<file path="src/rtl/ifid_hazard_ctrl.sv">
// ifid_hazard_ctrl: IF/ID and PC sequencing for branches, load-use, mult/div and imem wait.
// Revision: 1.0
`default_nettype none

module ifid_hazard_ctrl #(
  parameter int unsigned MD_CYCLES = 4
) (
  input  logic        clk,
  input  logic        reset,
  input  logic [4:0]  id_rs,
  input  logic [4:0]  id_rt,
  input  logic        id_uses_rt,
  input  logic        ex_memread,
  input  logic [4:0]  ex_rt,
  input  logic        branch_taken,
  input  logic        md_start,
  input  logic        imem_ready,
  output logic        pc_en,
  output logic        ifid_en,
  output logic        ifid_flush,
  output logic        idex_bubble,
  output logic        md_busy,
  output logic [15:0] stall_cycles
);

  typedef enum logic [0:0] {
    RUN     = 1'b0,
    MD_WAIT = 1'b1
  } state_t;

  localparam logic [3:0] CNT_INIT = 4'(MD_CYCLES - 1);

  state_t      state_q, state_d;
  logic [3:0]  cnt_q, cnt_d;
  logic [15:0] stall_q;
  logic        luh;

  // r0 is hardwired zero, so a load targeting it never creates a dependency
  assign luh = ex_memread & (ex_rt != 5'd0) &
               ((ex_rt == id_rs) | (id_uses_rt & (ex_rt == id_rt)));

  always_comb begin
    state_d     = state_q;
    cnt_d       = cnt_q;
    pc_en       = 1'b0;
    ifid_en     = 1'b0;
    ifid_flush  = 1'b1;
    idex_bubble = 1'b1;
    md_busy     = 1'b0;
    if (reset) begin
      case (state_q)
        RUN: begin
          if (branch_taken) begin
            pc_en       = 1'b1;
            ifid_en     = 1'b1;
            ifid_flush  = 1'b1;
            idex_bubble = 1'b1;
          end else if (md_start) begin
            ifid_flush  = 1'b0;
            idex_bubble = 1'b1;
            state_d     = MD_WAIT;
            cnt_d       = CNT_INIT;
          end else if (luh) begin
            ifid_flush  = 1'b0;
            idex_bubble = 1'b1;
          end else if (!imem_ready) begin
            ifid_en     = 1'b1;
            ifid_flush  = 1'b1;
            idex_bubble = 1'b0;
          end else begin
            pc_en       = 1'b1;
            ifid_en     = 1'b1;
            ifid_flush  = 1'b0;
            idex_bubble = 1'b0;
          end
        end
        MD_WAIT: begin
          ifid_flush  = 1'b0;
          idex_bubble = 1'b1;
          md_busy     = 1'b1;
          cnt_d       = cnt_q - 4'd1;
          // <= guards against a stuck wait if cnt ever reaches 0 here
          if (cnt_q <= 4'd1) state_d = RUN;
        end
        default: state_d = RUN;
      endcase
    end
  end

  always_ff @(posedge clk or negedge reset) begin
    if (!reset) begin
      state_q <= RUN;
      cnt_q   <= 4'd0;
      stall_q <= 16'd0;
    end else begin
      state_q <= state_d;
      cnt_q   <= cnt_d;
      if (!pc_en && (stall_q != 16'hFFFF)) stall_q <= stall_q + 16'd1;
    end
  end

  assign stall_cycles = stall_q;

endmodule

`default_nettype wire

</file>
<file path="config.mk">
export PLATFORM = sky130hd
export DESIGN_NAME = ifid_hazard_ctrl
export DESIGN_NICKNAME = d
export VERILOG_FILES = /design/src/rtl/ifid_hazard_ctrl.sv
export SDC_FILE = /design/constraint.sdc
export NUM_CORES = 1
export LEC_CHECK = 0
export CORE_UTILIZATION = 30
export CTS_CLUSTER_DIAMETER = 120
export CTS_CLUSTER_SIZE = 30
export DETAILED_ROUTE_END_ITERATION = 16
export PLACE_DENSITY = 0.61
export SLEW_MARGIN = 20
export SYNTH_ARGS = -nofsm -noshare
export SYNTH_HDL_FRONTEND = slang
export SYNTH_SLANG_ARGS = --single-unit
</file>
<file path="constraint.sdc">
create_clock -name clk -period 1.85 [get_ports clk]
set_input_delay 0.185 -clock clk [delete_from_list [all_inputs] [get_ports clk]]
set_output_delay 0.185 -clock clk [all_outputs]
set_load 0.02 [all_outputs]
</file>
==> metrics.txt, run 1 <==
status complete, but fails checks; failing checks negative setup slack; post-layout minimum cycle time 1.89 ns; Layout Cells excl Fill 274; clock power share 12.3%; core area 4410 um^2; DR vias 1,352; clock skew 0.00673 ns; FF+latch count, synth 21; Max Fclk 528 MHz; TritonRoute pass-1 iters 4; Post-synth EDFFs 0; DP HPWL 2890 um; largest net degree at the start of global routing 26; Die ar. 4940 um^2; Clock Sink Count 21; most area-hungry cell type in the Yosys netlist dfrtp_1; final-report hold violation count 0; Worst Path Required 1.66 ns; sequential share of the synthesized area 37.6%; initial antenna violation count 0; Vias/cell 4.93; critical path type reg2out; Syn Inst Count 143; HP Class in2async; switch share 38.6%; clock buffer depth 2; cell total after placement 264; P_leak 1.05 nW; count leader, synth xor2_1; Remaining DRCs 0; crit start category flop; width of the die 70.3 um; distinct cell type count after synthesis 39; top post-synthesis cells by area dfrtp_1, xor2_1, nor3_2; initial core utilization 31.7%; Yosys top cell area share 37.6%; Comb pwr share 56.0%; Initial DRC Count 35; input/output buffers 42; final wirelength 3740 um; fillers 410; # H-tree levels 1; number of setup violations in the final report 2; RSZ-0062 raised after global routing true; Sw Pwr 0.922 mW; Root Driver clkbuf_8; antenna cells 0; total track usage 16.0%; crit end category output port; nets 248; Final ANT Viol Nets 0; Num CTS Buffers 3; area of the multi-input gates 883 um^2; max_cap viols 0; asr flop ratio synth 100%; global-route wire length before repair 6430 um; worst-path maximum fanout 3; Top FF cell, synth dfrtp_1; Worst-Margin Slew 0.327 ns; Tot Pwr 2.39 mW; synth-to-layout area growth 60.2%; register area 528 um^2; Slew Limit Fails 0; top post-synthesis cells by count xor2_1, dfrtp_1, nand2_1, nor2_1, nand3_1; vias in the first global route 1,390; Cell Int Power 1.46 mW; WL/cell 13.6 um; slew margin rel. 77.9%; Remaining Overflow, GRT 0; critical path arrival 1.71 ns; fraction of layout cells with a size suffix above 1 32.9%; Worst VDD drop 0.000812 V; Place WS -0.605 ns; Power per Cell Area 1070 nW/um^2; Die Height 70.3 um; CTS tree done; average cell area after synthesis 9.77 um^2; worst setup margin -0.0445 ns; Synth Cell Area 1400 um^2; Final Cycle Share 102%; Reg clk slew, reported paths 0.08 ns; yosys warns 0; GPL Wtd Cong 0.772; Worst-Skew Late Latency 0.25 ns; # hold bufs at CTS 0; I/O pins 43; Syn Nets 168; Flop pwr share 31.7%; Rows 24
## layout make-up
type	instances	area share [%]
inverters	6	1.01
flip-flops and latches	21	23.6
well taps	52	2.91
clock buffers	4	2.01
multi-input cells	113	39.5
repair buffers	78	31.0
## sequential cells by signal, summed over array words and instances (netlist names)
name	count
cnt_q	4
stall_cycles	16
state_q	1
## power groups by stage
stage / combinational (mW) / clock [mW] / sequential [mW]
final: 1.34 / 0.293 / 0.757
after global routing: 1.46 / 0.321 / 0.776
after CTS: 1.34 / 0.300 / 0.759
after detailed placement: 1.32 / 0 / 0.768
after global placement: 1.29 / 0 / 0.754
after floorplan: 0.447 / 0 / 0.967
## cell families (layout without fill, tap and decap cells)
family                   after synthesis  in the layout  share of synthesized area (%)
AND/OR/NAND/NOR                       69             69                           30.6
buffers and inverters                  9             88                           3.31
adder cells (fa/ha/maj)                3              3                           2.69
multiplexers                           2              2                           1.88
AO/OA/AOI/OAI                         14             14                           8.24
XOR/XNOR                              25             25                           15.7
flip-flops                            21             21                           37.6
## worst paths after layout
path | start | end | slack, ns | cells after the start
worst max-delay path | state_q$_DFFE_PN0P_ | pc_en | -0.04 | 5
worst min-delay path | reset | stall_cycles[7]$_DFFE_PN0P_ | 0.14 | 2
worst max register to register | state_q$_DFFE_PN0P_ | stall_cycles[5]$_DFFE_PN0P_ | 0 | 7
worst min register to register | cnt_q[0]$_DFFE_PN0P_ | cnt_q[0]$_DFFE_PN0P_ | 0.54 | 1
max in group asynchronous | reset | stall_cycles[0]$_DFFE_PN0P_ | 1.50 | 2
min in group clk | md_start | state_q$_DFFE_PN0P_ | 0.48 | 4
## layer usage
metal / vias up / routed length (um) / global-route usage, %
met3: 2 / 223 / 3.03
met4: 0 / 12 / 3.33
met5: - / 0 / 0
li1: 663 / - / -
met1: 652 / 1720 / 21.5
met2: 35 / 1790 / 26.8
## cell usage in the layout, fill, tap and decap left out, types with 3 or more instances in the layout
master	n
buf_4	30
xor2_1	23
clkdlybuf4s50_1	20
dfrtp_1	19
nand2_1	13
dlygate4sd2_1	11
nor3_2	10
nand3_1	10
nor2_1	9
buf_6	8
nand4_1	7
inv_1	6
a21oi_1	4
dlymetal6s2s_1	4
o21ai_0	3
clkbuf_8	3
## what timing repair did
item / CTS / global route
setup buffers: 4 / 1
hold endpoints to repair: 0 / 0
pin swaps: 12 / 10
gates cloned: 1 / 0
endpoints found under the setup margin: 19 / 21
gates resized for setup: 43 / 18
## worst max-delay path, cell delays in order (launching register included)
cell and delay [ns]:
dfrtp_1 0.38, nand2b_4 0.14, or3b_4 0.38, a221oi_4 0.26, or2_4 0.19, buf_6 0.11
## per-stage QoR
stage | setup TNS [ns] | utilization [%] | cell area [um^2] | hold WS, ns
6_report | -0.0477 | 50.7 | 2240 | 0.136
2_1_floorplan | -0.0116 | - | 1420 | -0.111
3_5_place_dp | -7.97 | 47.7 | 2110 | 0.533
3_3_place_gp | -7.02 | 47.7 | 2110 | 0.507
5_1_grt | -0.494 | 50.7 | 2240 | 0.162
4_1_cts | -0.146 | 49.7 | 2190 | 0.162
Note: power is estimated with default switching activity, not from simulation.
==> run 2, diff against run 1 <==
--- a/config.mk
+++ b/config.mk
@@ -5,11 +5,12 @@
 export SDC_FILE = /design/constraint.sdc
 export NUM_CORES = 1
 export LEC_CHECK = 0
+export ABC_AREA = 1
 export CORE_UTILIZATION = 30
 export CTS_CLUSTER_DIAMETER = 120
 export CTS_CLUSTER_SIZE = 30
 export DETAILED_ROUTE_END_ITERATION = 16
-export PLACE_DENSITY = 0.61
+export PLACE_DENSITY = 0.6
 export SLEW_MARGIN = 20
 export SYNTH_ARGS = -nofsm -noshare
 export SYNTH_HDL_FRONTEND = slang
==> metrics.txt, run 2 <==
CP Cell Sequence clkdlybuf4s50_1 -> inv_1 -> nand2_1 -> nand2_1 -> nor2_1 -> nand3_1 -> nand2_1 -> nand2_1 -> nand2_1 -> nand2_2 -> nand3_4 -> inv_1 -> buf_2; count leader, synth nand2_1; DR vias 1,505; max reg flops 16; Worst Path Required 1.66 ns; Synth Cell Area 1520 um^2; Final Cycle Share 92.2%; Remaining DRCs 0; HP Class in2async; final wirelength 3600 um; final setup TNS 0 ns; crit path buf inv count 4; Yosys top cell area share 34.6%; most area-hungry cell type in the Yosys netlist dfrtp_1; largest net degree at the start of global routing 14; yosys warns 0; Rows 25; clock buffer depth 2; global-route wire length before repair 6090 um; core area 4790 um^2; final-report hold violation count 0; Root Driver clkbuf_8; Remaining Overflow, GRT 0; # H-tree levels 1; critical path arrival 1.52 ns; GPL Wtd Cong 0.818; Worst VDD drop 0.000931 V; worst setup margin 0.144 ns; Critical-path top delay cell clkdlybuf4s50_1; Top FF cell, synth dfrtp_1; Vias/cell 4.25; post-route design area 2180 um^2; Slew Limit Fails 0; Area after DPL 2110 um^2; distinct cell type count after synthesis 26; max_cap viols 0; total track usage 14.4%; top post-synthesis cells by count nand2_1, inv_1, nand3_1, dfrtp_1, nor2_1; Die ar. 5350 um^2; Post-synth EDFFs 0; cell total after placement 348; FF+latch count, synth 21; input/output buffers 42; WL/cell 10.2 um; width of the die 73.2 um; RSZ-0062 raised after global routing false; Initial DRC Count 59; top post-synthesis cells by area dfrtp_1, nand2_1, inv_1; synth-to-layout area growth 43.2%; Final ANT Viol Nets 0; cell repeated most along the worst path nand2_1; most used cells in the layout excluding fill and tap cells nand2_1, inv_1, clkdlybuf4s50_1, nand3_1, dfrtp_1; Worst-Skew Late Latency 0.26 ns; Die Height 73.2 um; P_leak 1.10 nW; CTS tree done; Worst-Margin Slew 0.298 ns; Reg clk slew, reported paths 0.08 ns; Place WS -0.314 ns; Syn Nets 252; crit end category output port; antenna cells 0; initial core utilization 31.7%; CP top delay family buffers and inverters; post-layout minimum cycle time 1.71 ns; Clock Sink Count 21; slew margin rel. 80.0%; fillers 488; DP HPWL 2850 um; # hold bufs at CTS 0; most common cell after layout, fill and taps aside nand2_1; number of setup violations in the final report 0; vias in the first global route 1,403; asr flop ratio synth 100%; crit start category input port; clock skew 0.00240 ns; Layout Cells excl Fill 354; status finished clean; fraction of layout cells with a size suffix above 1 15.7%; worst-path maximum fanout 3; Num CTS Buffers 3; Syn Inst Count 227; sequential share of the synthesized area 34.6%; Power per Cell Area 903 nW/um^2; initial antenna violation count 0; TritonRoute pass-1 iters 4; Max Fclk 586 MHz; average cell area after synthesis 6.69 um^2; nets 313; critical path type in2out; I/O pins 43; slowest cell delay on critical path 0.48 ns
[run 2: through the flow]
stage / util, % / hold WS [ns] / total power, mW
CTS: 44.8 / 0.320 / 1.95
global placement: 44.0 / 0.483 / 1.63
floorplan: - / -0.111 / 1.25
detailed placement: 44.0 / 0.497 / 1.64
finish: 45.5 / 0.308 / 1.96
global route: 45.5 / 0.332 / 2.14
[run 2: metal layers]
layer  vias up  part of all wire (%)  wire length, um  track usage (%)
met5         -                     0                0                0
met4         0                  0.28               10             1.31
met3         2                   5.2              186             3.73
met2        24                    46             1660             23.1
met1       657                    48             1740             20.1
li1        822                     -                -                -
[run 2: cells by family after synthesis]
| logic type | share of synthesized area, % |
|---|---|
| simple gates | 43.2 |
| buf+inv | 12.9 |
| flops | 34.6 |
| compound gates | 2.72 |
| xor+xnor | 4.04 |
| fa+ha+maj | 2.47 |
[run 2: final timing paths]
path | start | slack [ns] | cells after the start | end
setup / recovery | id_rs[3] | 0.14 | 13 | pc_en
hold / removal | reset | 0.31 | 2 | state_q$_DFFE_PN0P_
setup reg to reg | stall_cycles[1]$_DFFE_PN0P_ | 0.15 | 12 | stall_cycles[9]$_DFFE_PN0P_
hold reg to reg | stall_cycles[15]$_DFFE_PN0P_ | 0.51 | 2 | stall_cycles[15]$_DFFE_PN0P_
max in group asynchronous | reset | 1.20 | 3 | stall_cycles[9]$_DFFE_PN0P_
min in group clk | stall_cycles[15]$_DFFE_PN0P_ | 0.51 | 2 | stall_cycles[15]$_DFFE_PN0P_
[run 2: area by class of cell]
| type | count | area [um^2] | area share (%) |
|---|---|---|---|
| multi-input combinational | 159 | 820 | 37.7 |
| clock buffer | 3 | 41.3 | 1.90 |
| inverter | 45 | 174 | 7.99 |
| tap | 67 | 83.8 | 3.85 |
| sequential | 21 | 526 | 24.2 |
| timing repair buffer | 58 | 524 | 24.1 |
| clock inverter | 1 | 7.51 | 0.345 |
[run 2: report_power, final]
group	switching (mW)	internal, mW	leakage (nW)	total [mW]
logic	0.488	0.451	0.808	0.939
clock network	0.163	0.152	0.0217	0.315
registers	0.129	0.580	0.272	0.709
[run 2: what timing repair did]
item	4_1_cts	5_1_grt
pin swaps	0	1
resized for setup	16	9
setup buffers	0	2
setup endpoints to repair	5	20
[run 2: worst register-to-register path: stages, from the launching register on]
cell	delay (ns)
dfrtp_1	0.39
ha_2	0.20
nand2_1	0.09
nor2_4	0.13
nand3_2	0.11
nor2_4	0.14
nand3_4	0.14
clkinv_4	0.12
nor2_4	0.05
nand2_2	0.08
nor2_2	0.04
nand3_1	0.07
nand2_1	0.05
==> run 3, diff against run 2 <==
--- a/config.mk
+++ b/config.mk
@@ -11,6 +11,7 @@
 export CTS_CLUSTER_SIZE = 30
 export DETAILED_ROUTE_END_ITERATION = 16
 export PLACE_DENSITY = 0.6
+export REMOVE_ABC_BUFFERS = 1
 export SLEW_MARGIN = 20
 export SYNTH_ARGS = -nofsm -noshare
 export SYNTH_HDL_FRONTEND = slang
==> metrics.txt, run 3 (same netlist as run 2, synthesis figures left out) <==
Remaining DRCs 0; Root Driver clkbuf_8; Vias/cell 4.24; GPL Wtd Cong 0.780; Max Fclk 577 MHz; Slew Limit Fails 0; post-layout minimum cycle time 1.73 ns; final setup TNS 0 ns; Initial DRC Count 52; Clock Sink Count 21; crit end category output port; DP HPWL 2680 um; CP Cell Sequence clkdlybuf4s50_1 -> inv_1 -> nand2_1 -> nand2_1 -> nor2_1 -> nand3_1 -> nand2_1 -> nand2_1 -> nand2_1 -> nand2_2 -> nand3_4 -> inv_1 -> buf_4; max reg flops 16; clock skew 0.00399 ns; nets 310; Reg clk slew, reported paths 0.08 ns; Remaining Overflow, GRT 0; core area 4790 um^2; Worst VDD drop 0.000624 V; grt met1 use 19.0%; max_cap viols 0; largest net degree at the start of global routing 22; Worst R2R Start stall_cycles[1]$_DFFE_PN0P_; Place WS -0.322 ns; # H-tree levels 1; Worst Path Required 1.66 ns; width of the die 73.2 um; Die Height 73.2 um; crit start category input port; vias in the first global route 1,372; most used cells in the layout excluding fill and tap cells nand2_1, inv_1, clkdlybuf4s50_1, nand3_1, dfrtp_1; Rows 25; antenna cells 0; slowest cell delay on critical path 0.49 ns; final wirelength 3480 um; reg2reg end stall_cycles[15]$_DFFE_PN0P_; cell repeated most along the worst path nand2_1; # hold bufs at CTS 0; critical path type in2out; Final ANT Viol Nets 0; DR vias 1,489; initial core utilization 31.7%; global-route wire length before repair 5900 um; total track usage 14.1%; clock buffer depth 2; Tot Pwr 1.95 mW; critical path arrival 1.55 ns; CP top delay family buffers and inverters; most common cell after layout, fill and taps aside nand2_1; CTS tree done; Critical-path top delay cell clkdlybuf4s50_1; initial antenna violation count 0; Worst-Margin Slew 0.373 ns; I/O pins 43; final-report hold violation count 0; HP Class in2async; status finished clean; Num CTS Buffers 3; P_leak 1.14 nW; TritonRoute pass-1 iters 4; worst-path maximum fanout 3; input/output buffers 42; WL/cell 9.91 um; slew margin rel. 74.9%; R2R setup slack 0.20 ns; gr busiest metal met2; Worst-Skew Late Latency 0.27 ns; crit path buf inv count 4; Final Cycle Share 93.6%; fraction of layout cells with a size suffix above 1 13.7%; met2 usage 22.8%; number of setup violations in the final report 0; Die ar. 5350 um^2; Power per Cell Area 904 nW/um^2; grt met3 use 3.87%; worst setup margin 0.118 ns; synth-to-layout area growth 42.2%; Worst R2R Path Depth 11; RSZ-0062 raised after global routing false
## run 3: worst max path at each step
stage,from,end,depth (start not counted)
5_1_grt,id_rs[0],pc_en,13
3_5_place_dp,ex_rt[1],pc_en,13
2_1_floorplan,stall_cycles[0]$_DFFE_PN0P_,stall_cycles[7]$_DFFE_PN0P_,12
6_report,id_rs[3],pc_en,13
3_3_place_gp,ex_rt[3],pc_en,13
4_1_cts,ex_rt[1],stall_cycles[10]$_DFFE_PN0P_,15
## run 3: area by class of cell
cell class	instances	area (um^2)
inverters	45	174
repair buffers	55	527
clock buffers	4	45.0
fillers	481	2630
flip-flops and latches	21	526
multi-input cells	159	805
well taps	67	83.8
## run 3: timing repair
item,4_1_cts,5_1_grt
pin swaps,0,3
buffers inserted,0,1
endpoints found under the setup margin,5,15
gates resized for setup,15,13
## run 3: where the power goes
group / switching [mW] / leakage, nW / internal [mW]
logic: 0.495 / 0.848 / 0.445
registers: 0.116 / 0.272 / 0.580
clock network: 0.161 / 0.0228 / 0.154
total: 0.773 / 1.14 / 1.18
## run 3: routing by layer
metal	vias up	wire length, um
met2	27	1470
met4	0	23
met5	-	0
met1	649	1800
met3	5	179
li1	808	-
## run 3: metrics by stage
step / instances / area [um^2] / hold slack, ns / utilization [%]
after floorplan: 225 / 1500 / -0.111 / -
after global placement: 346 / 2090 / 0.482 / 43.7
after detailed placement: 346 / 2090 / 0.487 / 43.7
after CTS: 350 / 2120 / 0.242 / 44.2
after global routing: 351 / 2160 / 0.270 / 45.1
final: 351 / 2160 / 0.244 / 45.1
